**src/rtl/hand_scorer.sv**
```systemverilog
// Five-card hand classifier: collects five cards into a rank histogram, scans it
// one rank per cycle, reports a hand class, then requests a deck shuffle.
module hand_scorer #(
    parameter int MIN_PAIR_RANK = 11,
    parameter int WRAP_EN       = 1,
    parameter int CNT_W         = 16
) (
    input  logic             clk,
    input  logic             rst_n,
    input  logic             card_valid,
    output logic             card_ready,
    input  logic [3:0]       card_rank,
    input  logic [1:0]       card_suit,
    output logic             result_valid,
    input  logic             result_ready,
    output logic [3:0]       value,
    output logic             err,
    output logic             shuffle,
    input  logic             shuffled,
    output logic [CNT_W-1:0] hands_cnt,
    output logic [CNT_W-1:0] win_cnt
);
    typedef enum logic [1:0] {IDLE = 2'd0, SCAN = 2'd1, DONE = 2'd2, SHUF = 2'd3} state_t;

    localparam logic [3:0] MIN_PAIR_L = 4'(MIN_PAIR_RANK);
    localparam logic       WRAP_L     = (WRAP_EN != 0);

    state_t     state_r, state_nxt_s;
    logic [2:0] card_cnt_r;
    logic [2:0] hist_r [0:12];
    logic [1:0] first_suit_r;
    logic       flush_r, err_flag_r;
    logic [3:0] scan_idx_r;
    logic [1:0] pairs_r;
    logic [3:0] pair_rank_r;
    logic       trips_r, quads_r, straight_r;
    logic [2:0] run_r;
    logic       result_valid_r, err_r, shuffle_r;
    logic [3:0] value_r;
    logic [CNT_W-1:0] hands_cnt_r, win_cnt_r;

    logic       accept_s, legal_s, handshake_s, royal_set_s, straight_s, pair_pays_s;
    logic [2:0] cur_s, run_nxt_s;
    logic [3:0] class_s;

    assign card_ready   = rst_n & (state_r == IDLE);
    assign accept_s     = card_valid & (state_r == IDLE);
    assign legal_s      = (card_rank >= 4'd1) && (card_rank <= 4'd13);
    assign handshake_s  = (state_r == DONE) & result_valid_r & result_ready;
    assign cur_s        = hist_r[scan_idx_r];
    assign run_nxt_s    = (cur_s == 3'd1) ? run_r + 3'd1 : 3'd0;
    assign royal_set_s  = (hist_r[0] == 3'd1) && (hist_r[9] == 3'd1) && (hist_r[10] == 3'd1)
                        && (hist_r[11] == 3'd1) && (hist_r[12] == 3'd1);
    assign straight_s   = straight_r | (WRAP_L & royal_set_s);
    assign pair_pays_s  = (pair_rank_r == 4'd1) || (pair_rank_r >= MIN_PAIR_L);

    assign result_valid = result_valid_r;
    assign value        = value_r;
    assign err          = err_r;
    assign shuffle      = shuffle_r;
    assign hands_cnt    = hands_cnt_r;
    assign win_cnt      = win_cnt_r;

    // Next-state logic
    always_comb begin
        state_nxt_s = state_r;
        case (state_r)
            IDLE: begin
                if (accept_s && (card_cnt_r == 3'd4)) state_nxt_s = SCAN;
                else                                  state_nxt_s = IDLE;
            end
            SCAN: begin
                if (scan_idx_r == 4'd12) state_nxt_s = DONE;
                else                     state_nxt_s = SCAN;
            end
            DONE: begin
                if (handshake_s) state_nxt_s = SHUF;
                else             state_nxt_s = DONE;
            end
            SHUF: begin
                if (shuffled) state_nxt_s = IDLE;
                else          state_nxt_s = SHUF;
            end
            default: state_nxt_s = IDLE;
        endcase
    end

    // Hand classification from the scan accumulators, highest class first
    always_comb begin
        class_s = 4'd0;
        if (err_flag_r)                                 class_s = 4'd0;
        else if (flush_r && royal_set_s)                class_s = 4'd9;
        else if (flush_r && straight_s)                 class_s = 4'd8;
        else if (quads_r)                               class_s = 4'd7;
        else if (trips_r && (pairs_r == 2'd1))          class_s = 4'd6;
        else if (flush_r)                               class_s = 4'd5;
        else if (straight_s)                            class_s = 4'd4;
        else if (trips_r)                               class_s = 4'd3;
        else if (pairs_r == 2'd2)                       class_s = 4'd2;
        else if ((pairs_r == 2'd1) && pair_pays_s)      class_s = 4'd1;
        else                                            class_s = 4'd0;
    end

    // State register
    always_ff @(posedge clk or negedge rst_n) begin
        if (!rst_n) state_r <= IDLE;
        else        state_r <= state_nxt_s;
    end

    // Card intake: histogram, flush and illegal-rank tracking
    always_ff @(posedge clk or negedge rst_n) begin
        if (!rst_n) begin
            card_cnt_r   <= 3'd0;
            first_suit_r <= 2'd0;
            flush_r      <= 1'b0;
            err_flag_r   <= 1'b0;
            for (int i = 0; i < 13; i++) hist_r[i] <= 3'd0;
        end else if (handshake_s) begin
            card_cnt_r <= 3'd0;
            flush_r    <= 1'b0;
            err_flag_r <= 1'b0;
            for (int i = 0; i < 13; i++) hist_r[i] <= 3'd0;
        end else if (accept_s) begin
            card_cnt_r <= (card_cnt_r == 3'd4) ? 3'd0 : card_cnt_r + 3'd1;
            err_flag_r <= err_flag_r | ~legal_s;
            if (card_cnt_r == 3'd0) begin
                first_suit_r <= card_suit;
                flush_r      <= 1'b1;
            end else begin
                flush_r <= flush_r & (card_suit == first_suit_r);
            end
            for (int i = 0; i < 13; i++) begin
                if (legal_s && (card_rank == 4'(i + 1))) hist_r[i] <= hist_r[i] + 3'd1;
                else                                      hist_r[i] <= hist_r[i];
            end
        end else begin
            card_cnt_r <= card_cnt_r;
        end
    end

    // Rank scan, one histogram entry per cycle
    always_ff @(posedge clk or negedge rst_n) begin
        if (!rst_n) begin
            scan_idx_r  <= 4'd0;
            pairs_r     <= 2'd0;
            pair_rank_r <= 4'd0;
            trips_r     <= 1'b0;
            quads_r     <= 1'b0;
            run_r       <= 3'd0;
            straight_r  <= 1'b0;
        end else if (handshake_s) begin
            scan_idx_r  <= 4'd0;
            pairs_r     <= 2'd0;
            pair_rank_r <= 4'd0;
            trips_r     <= 1'b0;
            quads_r     <= 1'b0;
            run_r       <= 3'd0;
            straight_r  <= 1'b0;
        end else if (state_r == SCAN) begin
            scan_idx_r <= (scan_idx_r == 4'd12) ? 4'd0 : scan_idx_r + 4'd1;
            run_r      <= run_nxt_s;
            straight_r <= straight_r | (run_nxt_s == 3'd5);
            trips_r    <= trips_r | (cur_s == 3'd3);
            quads_r    <= quads_r | (cur_s == 3'd4);
            if (cur_s == 3'd2) begin
                pairs_r     <= pairs_r + 2'd1;
                pair_rank_r <= scan_idx_r + 4'd1;
            end else begin
                pairs_r     <= pairs_r;
                pair_rank_r <= pair_rank_r;
            end
        end else begin
            scan_idx_r <= scan_idx_r;
        end
    end

    // Result presentation, statistics and shuffle request
    always_ff @(posedge clk or negedge rst_n) begin
        if (!rst_n) begin
            result_valid_r <= 1'b0;
            value_r        <= 4'd0;
            err_r          <= 1'b0;
            shuffle_r      <= 1'b0;
            hands_cnt_r    <= '0;
            win_cnt_r      <= '0;
        end else if (handshake_s) begin
            result_valid_r <= 1'b0;
            value_r        <= 4'd0;
            err_r          <= 1'b0;
            shuffle_r      <= 1'b1;
            if (hands_cnt_r != {CNT_W{1'b1}}) hands_cnt_r <= hands_cnt_r + 1'b1;
            else                              hands_cnt_r <= hands_cnt_r;
            if ((value_r != 4'd0) && (win_cnt_r != {CNT_W{1'b1}})) win_cnt_r <= win_cnt_r + 1'b1;
            else                                                     win_cnt_r <= win_cnt_r;
        end else if ((state_r == DONE) && !result_valid_r) begin
            result_valid_r <= 1'b1;
            value_r        <= class_s;
            err_r          <= err_flag_r;
        end else if ((state_r == SHUF) && shuffled) begin
            shuffle_r <= 1'b0;
        end else begin
            shuffle_r <= shuffle_r;
        end
    end
endmodule

```
**config.mk**
```make
export PLATFORM = sky130hd
export DESIGN_NAME = hand_scorer
export DESIGN_NICKNAME = d
export VERILOG_FILES = /design/src/rtl/hand_scorer.sv
export SDC_FILE = /design/constraint.sdc
export NUM_CORES = 1
export LEC_CHECK = 0
export ABC_AREA = 0
export CAP_MARGIN = 20
export CORE_AREA = 2 2 123 137
export DETAILED_ROUTE_END_ITERATION = 8
export DIE_AREA = 0 0 125 139
export GPL_ROUTABILITY_DRIVEN = 0
export SYNTH_ARGS = -nofsm -noshare
export SYNTH_HDL_FRONTEND = slang
export SYNTH_SLANG_ARGS = --single-unit
export TNS_END_PERCENT = 5
```
**constraint.sdc**
```tcl
create_clock -name clk -period 2.6 [get_ports clk]
set_clock_uncertainty 0.05 [all_clocks]
set_input_delay 0.52 -clock clk [delete_from_list [all_inputs] [get_ports clk]]
set_output_delay 0.52 -clock clk [all_outputs]
set_load 0.05 [all_outputs]
```
After elaboration in Yosys (flattened, before gate mapping)
Cells that the tools add are included.

Latch bits: 0. Memory bits (writable): 0. Word-level logic and storage cells: 237. Bits of input ports: 11. ROM bits: 0. Output and inout port bits: 40. Register bits: 103. Memories: 0.

Magnitude comparators: 4. Shifts and indexed selects: 0. Bitwise operators: 13. Muxes and demuxes: 68. Equal/unequal tests: 35. Add/subtract/negate cells: 19. Divide/modulo/power cells: 0. Multiply operators: 0. Reduce and logical (&&, ||, !) cells: 67.

Operator list (count): $mux W39 (2); $mux W3 (25); $add A3 B1 Y3 const B (15); $mux W4 (11); $reduce_bool A2 Y1 (18); $reduce_and A2 Y1 (17); $add A16 B1 Y16 const B (2); $ne A16 B16 Y1 const B (2); $eq A4 B4 Y1 const B (7); $logic_and A1 B1 Y1 (26); $mux W1 (21); $eq A3 B1 Y1 const B (6); $eq A4 B3 Y1 const B (4); $mux W2 (7); $bmux W3 S4 (1); $eq A3 B3 Y1 const B (3); $eq A4 B1 Y1 const B (2); $eq A4 B2 Y1 const B (2); $pmux W2 S4 (1); $eq A2 B2 Y1 const B (3); $eq A3 B2 Y1 const B (2); $and A1 B1 Y1 (5); $ge A5 B5 Y1 const B (1); $not A4 Y5 (1); 16 further kinds (22).

Depth between registers and ports, before layout
Depth in word-level cells: 15. Depth in mapped cells: 9. Gate-level depth less buffers: 8.

Worst setup path after synthesis
No wires, ideal clock.

Path kind: reg2reg. From: reg hands_cnt_r[7] (netlist: hands_cnt[7]). To: reg hands_cnt_r[7] (netlist: hands_cnt[7]). Setup slack: 0.336 ns. Period minus slack after synthesis: 2.264 ns. Arrival time: 2.068 ns. Path buffers: 0. Stages on the path, launching flop included: 7. Library setup time: 0.146 ns. Data required time: 2.404 ns. Cells stage by stage: dfrtp_1 -> and4_1 -> nand4_2 -> o41ai_4 -> or4_4 -> nor2_1 -> xor2_1.

Word-level cells in the longest chain between the ends: 2. Elaborated cells on any way between the ends: 3. Classes of those cells: add/sub: 1; eq/ne: 1; reduce/logical: 1.

RTL lines: start, declared (RTL line 40) `logic [CNT_W-1:0] hands_cnt_r, win_cnt_r;`; start signal, assigned (RTL line 191) `if (hands_cnt_r != {CNT_W{1'b1}}) hands_cnt_r <= hands_cnt_r + 1'b1;`; start signal, assigned (RTL line 192) `else hands_cnt_r <= hands_cnt_r;`; branches (longest 2 deep; another with $add A16 B1 Y16).

Parallel ways; which one is timed is not known. A chain may end at the register's enable or synchronous reset.

Worst setup path after layout
From: reg hist_r[10] in the netlist's numbering. To: reg value_r[1] (netlist: value[1]).

Word-level cells in the longest chain between the ends: 15. Elaborated cells on any way between the ends: 17. Classes of those cells: eq/ne: 1; mux: 9; bitwise: 1; reduce/logical: 6.

RTL lines: start, declared (RTL line 30) `logic [2:0] hist_r [0:12];`; start signal, assigned by index (RTL line 133) `if (legal_s && (card_rank == 4'(i + 1))) hist_r[i] <= hist_r[i] + 3'd1;`; start signal, assigned by index (RTL line 134) `else hist_r[i] <= hist_r[i];`; $eq A3 B1 Y1 * (RTL line 52) `assign royal_set_s = (hist_r[0] == 3'd1) && (hist_r[9] == 3'd1) && (hist_r[10] == 3'd1)`; $logic_and A1 B1 Y1 * (2 in series) (RTL line 52); $logic_and A1 B1 Y1 * (2 in series) (RTL line 53) `&& (hist_r[11] == 3'd1) && (hist_r[12] == 3'd1);`; $or A1 B1 Y1 (RTL line 54) `assign straight_s = straight_r | (WRAP_L & royal_set_s);`; $mux W3 (RTL line 97) `else if (straight_s) class_s = 4'd4;`; $mux W3 (RTL line 96) `else if (flush_r) class_s = 4'd5;`; $mux W3 (RTL line 95) `else if (trips_r && (pairs_r == 2'd1)) class_s = 4'd6;`; $mux W3 (RTL line 94) `else if (quads_r) class_s = 4'd7;`; $mux W4 (RTL line 93) `else if (flush_r && straight_s) class_s = 4'd8;`; $mux W4 * (RTL line 92) `else if (flush_r && royal_set_s) class_s = 4'd9;`; $mux W4 * (RTL line 91) `if (err_flag_r) class_s = 4'd0;`; $mux W4 * (RTL line 195) `end else if ((state_r == DONE) && !result_valid_r) begin`; $mux W4 * (RTL line 186) `end else if (handshake_s) begin`; end signal, assigned (RTL line 197) `value_r <= class_s;`; end, declared (RTL line 39) `logic [3:0] value_r;`.

Every way passes the cells marked *; elsewhere a longest branch is shown, timed or not. The select of a mux whose other input is x is not followed.

==> flow_summary.yaml <==
logic_synthesis:
  synthXorXnorAreaFrac: 0.0881
  synth_top_area_frac: 0.471
  muxShareOfSynthArea: 0.0748
  syn_area_um2: 5470
  async_flop_share: 1.00
  synth-seq-area-share: 0.471
  synth-seq-cells: 103
  synth_ff_type: "dfrtp_1"
  synth_compound_area_frac: 0.0794
  synth_fa_ha_area_frac: 0.0618
  synth_largest_area_cell: "dfrtp_1"
  yosys_warnings: 0
  synth-simple-area-share: 0.196
  synthTopCellsByArea: "dfrtp_1 (47%), ha_1 (6.2%), mux2i_1 (6.0%)"
  synth_top_family_by_area: "simple AND/OR/NAND/NOR gates"
  netlist_instances: 545
  synth.distinct_cells: 56
  synth_fp_nets: 583
  avgSynthCellArea_um2: 10.0
  synth-edff-count: 0
setup_path:
  crit_path_max_fanout: 5
  worstPathRequired_ps: 2800
  path_class: "register to register"
  start_kind: "register"
  endpoint_kind: "register"
  path_delay_family: "simple AND/OR/NAND/NOR gates"
  cp.depth: 9
  crit_path_max_incr_delay_ps: 440
  cp.arrival_ps: 2460
  ff2ff_path_depth: 9
  critical_path.cell_chain: "inv_1 -> ha_1 -> or4b_1 -> nor4_1 -> buf_4 -> nor2_1 -> a21oi_1 -> o21ai_0 -> a22o_1"
  cp_num_buf_inv: 2
  crit_slowest_cell: "or4b_1"
timing:
  rsz0062_at_grt: "false"
  fin_ws_ps: 336
  finalCriticalPeriod_ps: 2260
  slew_viol_final: 0
  setup_viol: 0
  hold_viol_final: 0
  tns_ps: 0
  tightestPinTransition_ps: 573
  period_share: 0.871
  slew_headroom: 0.614
  fmax_mhz: 442
layout:
  final_nets: 642
  drive_gt1_frac: 0.0821
  area_delta_synth_final_pct: 20.8
  finish.utilization: 0.411
  antenna_cells: 0
route:
  num_vias: 4059
  initialDrtViolationCount: 207
  antenna_left: 0
  firstDrtPassIters: 4
  wl_um: 12000
  avgViaCountPerCell: 4.99
  wl_per_cell_um: 14.7
  drc_errors: 0
global_routing:
  grt_pass1_wl_um: 20700
  grt_pass1_vias: 4222
  overflow: 0
  grt_use_total: 0.144
  grt_max_degree: 104
  antenna_found_initial: 0
clock_tree:
  cts-buffers-inserted: 9
  clkSinkCount: 103
  clkSlewWorstSetupHoldPaths_ps: 70
  cts_resized: 0
  cts_root_buffer: "clkbuf_16"
  clkLatencyLatePin_ps: 350
  hold_buffers: 0
  cts_tree: "done"
  cts.path.max_buffers: 2
  cts_setup_buffers: 0
  htree_levels: 3
hold_path:
  hold_path.class: "primary input to asynchronous set/reset pin"
job:
  maxCapViolations: 0
die:
  row_count: 49
  pin_count: 51
  start_util: 0.340
  die_w_um: 125
  die_area_um2: 17400
  core_area_um2: 16100
  die_height_um: 139
placed_design:
  post-dp-hpwl_um: 8530
  post-place-ws_ps: 272
  portBuffers: 50
pwr:
  vdd_drop_max_uv: 468
  p_per_area_nw_per_um2: 934
  p_leak_uw: 0.00300
status:
  status: "finished clean"
cells by family after synthesis:
group	count (synthesis)
XOR/XNOR	55
AO/OA/AOI/OAI	63
flip-flops	103
adder cells (fa/ha/maj)	27
buffers and inverters	36
multiplexers	40
AND/OR/NAND/NOR	221
where the power goes:
part / internal [uW] / leakage [uW] / switching, uW
logic: 937 / 0.00148 / 1270
registers: 1990 / 0.00137 / 477
clock network: 852 / 0.000147 / 644
path summary, 6_finish.rpt:
kind	from	end	slack, ps
hold / removal	rst_n	hands_cnt[8]	210
setup / recovery	hist_r[10]	value[1]	340
min in group clk	win_cnt[13]	win_cnt[13]	440
setup reg to reg	hist_r[10]	value[1]	340
hold reg to reg	win_cnt[13]	win_cnt[13]	440
max in group asynchronous	rst_n	hist_r[4]	1870
worst reg2reg max path: cells and delay by family, from the launching register on:
| kind | cells | cell delay [ps] |
|---|---|---|
| adder cells (fa/ha/maj) | 1 | 160 |
| AO/OA/AOI/OAI | 3 | 420 |
| buffers and inverters | 2 | 280 |
| flip-flops | 1 | 410 |
| AND/OR/NAND/NOR | 3 | 850 |
Yosys cell counts, drive strengths merged, types with 6 or more instances:
| library cell | number |
|---|---|
| a21oi | 15 |
| xor2 | 32 |
| dfrtp | 103 |
| nor2 | 61 |
| clkbuf | 9 |
| and3 | 7 |
| nand2 | 70 |
| nor3 | 9 |
| mux2i | 33 |
| o21ai | 19 |
| buf | 8 |
| nor2b | 7 |
| nand4 | 9 |
| inv | 19 |
| nand3 | 27 |
| a22o | 7 |
| mux2 | 7 |
| nand2b | 6 |
| xnor2 | 23 |
| ha | 27 |
stage by stage:
step | std cells | hold slack [ps] | total power (uW) | area [um2]
final | 813 | 211 | 6170 | 6610
after global routing | 813 | 251 | 6600 | 6610
after global placement | 797 | 413 | 4610 | 6280
after detailed placement | 797 | 442 | 4720 | 6280
after CTS | 813 | 237 | 6230 | 6610
after floorplan | 545 | 174 | 3980 | 5470
metal layers:
layer  vias to the layer above  part of all wire  GRT usage
met5                         -                 0          0
met4                         0             0.015     0.0573
met3                        13             0.031     0.0247
met2                        75              0.48      0.236
met1                      1974              0.47      0.190
li1                       1997                 -          -
flip-flops by register name (all words and copies together) (netlist names), 2 cells and up:
signal,flops
pair_rank_r,4
state_r,2
first_suit_r,2
card_cnt_r,3
value,4
scan_idx_r,4
run_r,3
win_cnt,16
hist_r,39
hands_cnt,16
pairs_r,2
layout by cell type (no fill, tap or decap), drive strengths merged, types with 7 or more instances in the layout:
cell type / Yosys / final
a21oi: 15 / 15
a22o: 7 / 7
and3: 7 / 7
buf: 8 / 17
clkbuf: 9 / 10
clkdlybuf4s50: 0 / 48
dfrtp: 103 / 103
ha: 27 / 27
inv: 19 / 20
mux2: 7 / 7
mux2i: 33 / 33
nand2: 70 / 70
nand3: 27 / 27
nand4: 9 / 9
nor2: 61 / 61
nor2b: 7 / 7
nor3: 9 / 9
o21ai: 19 / 19
xnor2: 23 / 23
xor2: 32 / 32
cell type report:
class | instances | area, um2
Sequential cell | 103 | 2580
Inverter | 19 | 71.3
Timing Repair Buffer | 65 | 646
Multi-Input combinational cell | 406 | 2730
Fill cell | 1559 | 9460
Tap cell | 204 | 255
Clock inverter | 6 | 93.8
Clock buffer | 10 | 229
(Power assumes the default switching activity.)
